[src/rtl/psdsqrt_pkg.sv]
// Shared definitions for the iterative square-root unit: FSM state encoding,
// counter-width helper and the parameter-legality check used at elaboration.
package psdsqrt_pkg;

    typedef enum logic [1:0] {
        ST_IDLE = 2'b00,
        ST_RUN  = 2'b01,
        ST_DONE = 2'b10
    } psdsqrt_state_e;

    // Ceiling log2, minimum 1, for sizing counters at elaboration time.
    function automatic int clog2_fn(input int value);
        int width;
        width = 1;
        for (int i = 1; i < 31; i++) begin
            if ((32'sd1 <<< i) < value) begin
                width = i + 1;
            end else begin
                width = width;
            end
        end
        return width;
    endfunction

    // NBITS must be even and at least 4; STEPS must evenly divide NBITS/2.
    function automatic bit steps_valid(input int nbits, input int steps);
        return (nbits >= 4) && ((nbits % 2) == 0) && (steps >= 1) &&
               (((nbits / 2) % steps) == 0);
    endfunction

endpackage

[src/rtl/psdsqrt_step.sv]
// One restoring shift-subtract digit step of the integer square root.
// The remainder carries two extra bits: one for growth, one as the trial sign.
module psdsqrt_step
    import psdsqrt_pkg::*;
#(
    parameter int HW = 16
) (
    input  logic [HW+1:0] rem_i,
    input  logic [HW-1:0] root_i,
    input  logic [1:0]    bits_i,
    output logic [HW+1:0] rem_o,
    output logic [HW-1:0] root_o
);

    logic [HW+1:0] shifted_s;
    logic [HW+1:0] trial_s;

    // Bring in two radicand bits, try subtracting {root,01}, keep if non-negative.
    always_comb begin
        shifted_s = {rem_i[HW-1:0], bits_i};
        trial_s   = shifted_s - {root_i, 2'b01};
        if (trial_s[HW+1] == 1'b0) begin
            rem_o  = trial_s;
            root_o = {root_i[HW-2:0], 1'b1};
        end else begin
            rem_o  = shifted_s;
            root_o = {root_i[HW-2:0], 1'b0};
        end
    end

endmodule

[src/rtl/psdsqrt_iter.sv]
// Iterative multiplier-free integer square root, STEPS root bits per clock,
// with a start/busy/done handshake. Define PSDSQRT_REM_EN to expose the
// final remainder on the rem port; otherwise the remainder stays internal.
module psdsqrt_iter
    import psdsqrt_pkg::*;
#(
    parameter int NBITS = 32,
    parameter int STEPS = 1
) (
    input  logic               clock,
    input  logic               reset,
    input  logic               start,
    input  logic [NBITS-1:0]   xin,
    output logic               busy,
    output logic               done,
    output logic [NBITS/2-1:0] sqrt
`ifdef PSDSQRT_REM_EN
    ,
    output logic [NBITS/2:0]   rem
`endif
);

    localparam int HW    = NBITS / 2;
    localparam int RW    = HW + 2;
    localparam int ITERS = HW / STEPS;
    localparam int SHIFT = 2 * STEPS;
    localparam int CW    = clog2_fn(ITERS + 1);
    localparam logic [CW-1:0] CNT_LOAD = CW'(ITERS);
    localparam logic [CW-1:0] CNT_ONE  = CW'(1);

    if (!steps_valid(NBITS, STEPS)) begin : g_bad_cfg
        $error("psdsqrt_iter: NBITS must be even >= 4 and STEPS must divide NBITS/2");
    end

    psdsqrt_state_e state_q, state_d;
    logic [NBITS-1:0] x_q, x_d;
    logic [HW-1:0]    root_q, root_d;
    logic [RW-1:0]    rem_q, rem_d;
    logic [CW-1:0]    cnt_q, cnt_d;
    logic [HW-1:0]    sqrt_q, sqrt_d;
`ifdef PSDSQRT_REM_EN
    logic [HW:0]      remo_q, remo_d;
`endif

    logic [RW-1:0] rem_c  [0:STEPS];
    logic [HW-1:0] root_c [0:STEPS];

    assign rem_c[0]  = rem_q;
    assign root_c[0] = root_q;

    for (genvar s = 0; s < STEPS; s++) begin : g_step
        psdsqrt_step #(.HW(HW)) u_step (
            .rem_i  (rem_c[s]),
            .root_i (root_c[s]),
            .bits_i (x_q[NBITS-1-2*s -: 2]),
            .rem_o  (rem_c[s+1]),
            .root_o (root_c[s+1])
        );
    end

    // Next-state and datapath update for the IDLE/RUN/DONE sequencer.
    always_comb begin
        state_d = state_q;
        x_d     = x_q;
        root_d  = root_q;
        rem_d   = rem_q;
        cnt_d   = cnt_q;
        sqrt_d  = sqrt_q;
`ifdef PSDSQRT_REM_EN
        remo_d  = remo_q;
`endif
        case (state_q)
            ST_IDLE, ST_DONE: begin
                if (start) begin
                    x_d     = xin;
                    root_d  = {HW{1'b0}};
                    rem_d   = {RW{1'b0}};
                    cnt_d   = CNT_LOAD;
                    state_d = ST_RUN;
                end else begin
                    state_d = ST_IDLE;
                end
            end
            ST_RUN: begin
                x_d    = x_q << SHIFT;
                root_d = root_c[STEPS];
                rem_d  = rem_c[STEPS];
                cnt_d  = cnt_q - CNT_ONE;
                if (cnt_q == CNT_ONE) begin
                    sqrt_d  = root_c[STEPS];
`ifdef PSDSQRT_REM_EN
                    remo_d  = rem_c[STEPS][HW:0];
`endif
                    state_d = ST_DONE;
                end else begin
                    state_d = ST_RUN;
                end
            end
            default: begin
                state_d = ST_IDLE;
            end
        endcase
    end

    // State and datapath registers with synchronous active-high reset.
    always_ff @(posedge clock) begin
        if (reset) begin
            state_q <= ST_IDLE;
            x_q     <= {NBITS{1'b0}};
            root_q  <= {HW{1'b0}};
            rem_q   <= {RW{1'b0}};
            cnt_q   <= {CW{1'b0}};
            sqrt_q  <= {HW{1'b0}};
`ifdef PSDSQRT_REM_EN
            remo_q  <= {(HW+1){1'b0}};
`endif
        end else begin
            state_q <= state_d;
            x_q     <= x_d;
            root_q  <= root_d;
            rem_q   <= rem_d;
            cnt_q   <= cnt_d;
            sqrt_q  <= sqrt_d;
`ifdef PSDSQRT_REM_EN
            remo_q  <= remo_d;
`endif
        end
    end

    assign busy = (state_q == ST_RUN);
    assign done = (state_q == ST_DONE);
    assign sqrt = sqrt_q;
`ifdef PSDSQRT_REM_EN
    assign rem  = remo_q;
`endif

endmodule

[config.mk]
export PLATFORM = sky130hd
export DESIGN_NAME = psdsqrt_iter
export DESIGN_NICKNAME = d
export VERILOG_FILES = /design/src/rtl/psdsqrt_pkg.sv /design/src/rtl/psdsqrt_step.sv /design/src/rtl/psdsqrt_iter.sv
export SDC_FILE = /design/constraint.sdc
export NUM_CORES = 1
export LEC_CHECK = 0
export ABC_AREA = 1
export BUFFER_PORTS_ARGS = -buffer_cell sky130_fd_sc_hd__buf_2
export CAP_MARGIN = 20
export CORE_ASPECT_RATIO = 1.5
export CORE_MARGIN = 5
export CORE_UTILIZATION = 60
export DETAILED_ROUTE_END_ITERATION = 10
export GPL_ROUTABILITY_DRIVEN = 0
export GPL_TIMING_DRIVEN = 0
export PLACE_DENSITY = 0.81
export SYNTH_ARGS = -nofsm -noshare
export SYNTH_HDL_FRONTEND = slang
export SYNTH_SLANG_ARGS = --single-unit
[constraint.sdc]
create_clock -name clock -period 4.3 [get_ports clock]
set_input_delay 0.86 -clock clock [delete_from_list [all_inputs] [get_ports clock]]
set_output_delay 0.86 -clock clock [all_outputs]
set_load 0.01 [all_outputs]
==> Word level (Yosys, flattened, before mapping) <==
Index checks and enable logic that the tools add are counted.
Widths: inputs -> output; s select.
{ "classes": {"addsub": 2, "n_eq_ne": 4, "muxes": 13, "reduce_logical": 5} }
{ "op_table": {"columns": ["cell", "count"], "rows": [
  ["$pmux 16 s2", 2],
  ["$pmux 32 s2", 1],
  ["$mux 16", 3],
  ["$mux 32", 1],
  ["$sub 18x18->18", 1],
  ["$pmux 5 s2", 1],
  ["$eq 5x1->1 const B", 1],
  ["$mux 5", 1],
  ["$sub 5x1->5 const B", 1],
  ["$pmux 2 s2", 1],
  ["$reduce_and 2->1", 2],
  ["$eq 2x1->1 const B", 1],
  ["$eq 2x2->1 const B", 1],
  ["$logic_not 2->1", 1],
  ["$mux 1", 2],
  ["$mux 2", 1],
  ["$ne 2x2->1 const B", 1],
  ["$reduce_bool 2->1", 1],
  ["$reduce_or 2->1", 1]
]} }
{ "totals": {"reg_bits": 87, "in_bits": 35, "wordCells": 30} }

==> Longest topological paths before layout <==
{ "depth": {"ltp_word": 4, "depth_mapped": 16, "ltp_nobuf": 15} }

==> Modules after synthesis <==
From an unflattened synthesis, not the netlist that was laid out.
{ "unflattened": {"cells_unflattened": 872, "hier_area_um2": 5809.3} }
{ "by_module_without_submodules": {"columns": ["mod", "n_inst", "cells_each", "area_each_um2"], "rows": [
  ["psdsqrt_iter", 1, 552, 3993.8],
  ["psdsqrt_step", 1, 320, 1815.5]
]} }

==> Worst setup path after synthesis <==
OpenSTA, ideal clock, no wires.
{ "synth_path": {"path_type": "in2reg", "startpoint": "input reset", "endpoint": "register rem_q[5]", "setup_time_ps": 146, "t_arrival_ps": 1782, "required_time_ps": 4154, "setup_slack_ps": 2372, "cell_stages": 4, "path_cell_list": "clkbuf_1 -> clkbuf_1 -> clkbuf_1 -> a21oi_1"} }
{ "synth_rtl": {"columns": ["element", "line_no", "rtl"], "rows": [
  ["start, declared", "psdsqrt_iter.sv:11", "input logic reset,"],
  ["end signal, assigned", "psdsqrt_iter.sv:111", "rem_q <= {RW{1'b0}};"],
  ["end signal, assigned", "psdsqrt_iter.sv:121", "rem_q <= rem_d;"],
  ["end, declared", "psdsqrt_iter.sv:38", "logic [RW-1:0] rem_q, rem_d;"]
]} }
No word-level cell between the ends.

==> Worst setup path after layout <==
{ "layout_path": {"startpoint": "register state_q[0]", "endpoint": "output busy"} }
{ "layout_via": {"elab_chain_cells": 1} }
{ "layout_rtl": {"columns": ["element", "line_no", "rtl"], "rows": [
  ["start, declared", "psdsqrt_iter.sv:35", "psdsqrt_state_e state_q, state_d;"],
  ["start signal, assigned", "psdsqrt_iter.sv:118", "state_q <= state_d;"],
  ["$eq 2x1->1", "psdsqrt_iter.sv:130", "assign busy = (state_q == ST_RUN);"],
  ["end, declared", "psdsqrt_iter.sv:14", "output logic busy,"]
]} }
Every way passes these cells.

==> results.py <==
metrics = {
    "floorplanning": {
        "core_sq_um": 7610,
        "start_util_pct": 61.7,
        "die-height_microns": 118,
        "die_w_microns": 82.2,
        "num_rows": 39,
        "die_area_sq_um": 9730,
        "num_io_pins": 53,
    },
    "power_and_ir_drop": {
        "ir_drop_mv": 0.520,
        "power.switching_w": 0.00216,
        "comb_power_share_pct": 61.4,
        "intPower_w": 0.00238,
        "total_power_w": 0.00455,
        "p_seq_share_pct": 21.1,
        "power_per_cell_area_nw_per_um2": 844,
        "p_sw_share_pct": 47.6,
        "clkPwrFrac_pct": 17.4,
        "p_leak_nw": 2.38,
    },
    "synth": {
        "synth_top_area_share_pct": 37.1,
        "ys_ff_latch": 87,
        "postSynthAreaPerCell_sq_um": 6.89,
        "synth_xor_area_share_pct": 1.49,
        "synthDistinctLibCells": 33,
        "synth_fa_ha_area_share_pct": 4.79,
        "synth_compound_area_share_pct": 14.7,
        "synth_top_family_by_area": "simple AND/OR/NAND/NOR gates",
        "synth-simple-area-share_pct": 31.6,
        "yosysWarningCount": 0,
        "synthMuxAreaShare_pct": 0,
        "syn_inst": 682,
        "syn-cell-area_sq_um": 4700,
        "synth_seq_area_share_pct": 37.1,
        "yosysTopAreaCell": "dfxtp_1",
        "synth_nets": 735,
        "ys_top_cells_by_area": "dfxtp_1 37%, nand2_1 18%, inv_1 6.6%",
    },
    "clocking": {
        "cts.htree.levels": 3,
        "cts_tree": "done",
        "postCtsHoldBufs": 0,
        "clock_sinks": 87,
        "cts_root_buffer": "clkbuf_16",
        "cts_buffers": 9,
        "postCtsSetupRepairBufs": 0,
        "clk_pin_slew_worst_paths_ns": 0.07,
        "insertion_delay_ns": 0.35,
        "clock_path_buffers": 2,
        "cts_resized": 0,
    },
    "cells_and_area": {
        "drive_gt1_share_pct": 16.0,
        "syn2layout_area_growth_pct": 14.7,
        "num-fill-cells": 675,
        "nets": 797,
        "diodes": 0,
        "instances_no_fill": 851,
        "regArea_sq_um": 1740,
        "final_core_util_pct": 70.8,
        "mostFrequentLayoutCells": "231 x nand2_1, 87 x dfxtp_1, 83 x inv_1, 54 x buf_2, 51 x a21oi_1",
        "final_common_cell": "nand2_1",
        "multi_input_area_sq_um": 2470,
    },
    "drt": {
        "vias": 4572,
        "drt_pass1_iterations": 5,
        "drt_iter0_drc": 378,
        "wl_microns": 11800,
        "via_per_inst": 5.37,
        "drc_errors": 0,
        "wl_per_cell_microns": 13.9,
        "ant_nets": 0,
    },
    "timing": {
        "finClkSkew_ns": 0.00882,
        "slew_viol_final": 0,
        "setup_viol": 0,
        "timing_worst_slew_pin_value_ns": 0.896,
        "fin_setup_tns_ns": 0,
        "finalCriticalPeriod_ns": 2.65,
        "fmaxAchievable_ghz": 0.377,
        "finalHoldViolCount": 0,
        "slew_headroom_pct": 40.3,
        "rsz0062_at_grt": "false",
        "final.period_utilization_pct": 61.6,
    },
    "grt": {
        "grt_pass1_wl_microns": 19800,
        "grt_max_degree": 17,
        "grt_use_total_pct": 25.8,
        "antenna_found_initial": 0,
        "grt_pass1_vias": 4360,
        "grt.overflow.total": 0,
    },
    "placement": {
        "dp_hpwl_microns": 9040,
        "io_buffers": 51,
        "dp.cells": 835,
    },
    "worst_setup_path": {
        "endpoint_kind": "output port",
        "r2r_start": "root_q[6]",
        "startpoint_type": "flip-flop",
        "cp.arrival_ns": 1.79,
        "required_ns": 3.44,
        "crit_path_start": "state_q[0]",
        "path_max_fanout": 10,
        "timing_worst_setup_path_type": "reg2out",
    },
    "worst_hold_path": {
        "hp-start": "x_q[1]",
        "hp-class": "reg2reg",
    },
    "run_status": {
        "status": "finished clean",
    },
    "flow_run": {
        "maxCapViolations": 0,
    },
}
## final cells by class
| type | instances | share of cell area, % |
|---|---|---|
| multi-input combinational | 476 | 45.8 |
| tap | 102 | 2.37 |
| buffer | 32 | 2.95 |
| clock inverter | 6 | 1.49 |
| inverter | 87 | 6.06 |
| clock buffer | 10 | 4.25 |
| sequential | 87 | 32.3 |
| timing repair buffer | 51 | 4.74 |
## worst paths after layout
path / cells past startpoint / slack, ns / end
worst max-delay path: 5 / 1.65 / busy
worst min-delay path: 2 / 0.47 / x_q[1]
worst max register to register: 12 / 1.94 / rem_q[14]
worst min register to register: 2 / 0.47 / x_q[1]
## cells by family (layout without fill, tap and decap cells)
kind of cell / after synthesis / in the layout
fa+ha+maj: 18 / 18
compound gates: 119 / 119
buf+inv: 119 / 186
flops: 87 / 87
xor+xnor: 8 / 8
simple gates: 331 / 331
## cells in the mapped netlist, drive strengths merged
library cell,n
clkbuf,23
xnor2,2
nor3,5
nand3,50
a31oi,31
nand3b,2
inv,87
buf,9
nand2,247
and2,2
nor2,21
ha,18
o21bai,2
a21oi,62
dfxtp,87
o21ai,23
o22ai,1
xor2,6
nand4,4
## sequential cells by signal (all words and copies together), names as in the netlist
name and flops:
cnt_q 5, rem_q 16, root_q 16, sqrt 16
state_q 2, x_q 32
## layer usage
layer | GRT usage (%) | vias to the layer above | routed length, microns
met2 | 43.6 | 149 | 6010
met1 | 29.5 | 2071 | 4650
met3 | 4.79 | 43 | 521
li1 | - | 2309 | -
met5 | 0 | - | 0
met4 | 14.7 | 0 | 648
## through the flow
stage	hold slack (ns)	area, sq um	setup WS, ns
after global placement	0.456	5080	1.94
after CTS	0.474	5390	1.62
after global routing	0.486	5390	1.51
after detailed placement	0.465	5080	1.85
after floorplan	0.441	4700	2.37
final	0.472	5390	1.65
## power groups by stage
stage                     clock network [W]  logic (W)  registers (W)
final                              0.000793    0.00279       0.000962
after global routing               0.000837    0.00310       0.000971
after CTS                          0.000803    0.00277       0.000961
after detailed placement                  0    0.00274       0.000977
after global placement                    0    0.00267       0.000974
after floorplan                           0    0.00225       0.000964
## worst max-delay path, stage by stage (launching register included)
cell and delay (ns):
dfxtp_1 0.33, inv_1 0.06, nor2_2 0.22, clkbuf_1 0.37, buf_2 0.30, buf_2 0.17
(Power assumes the default switching activity.)
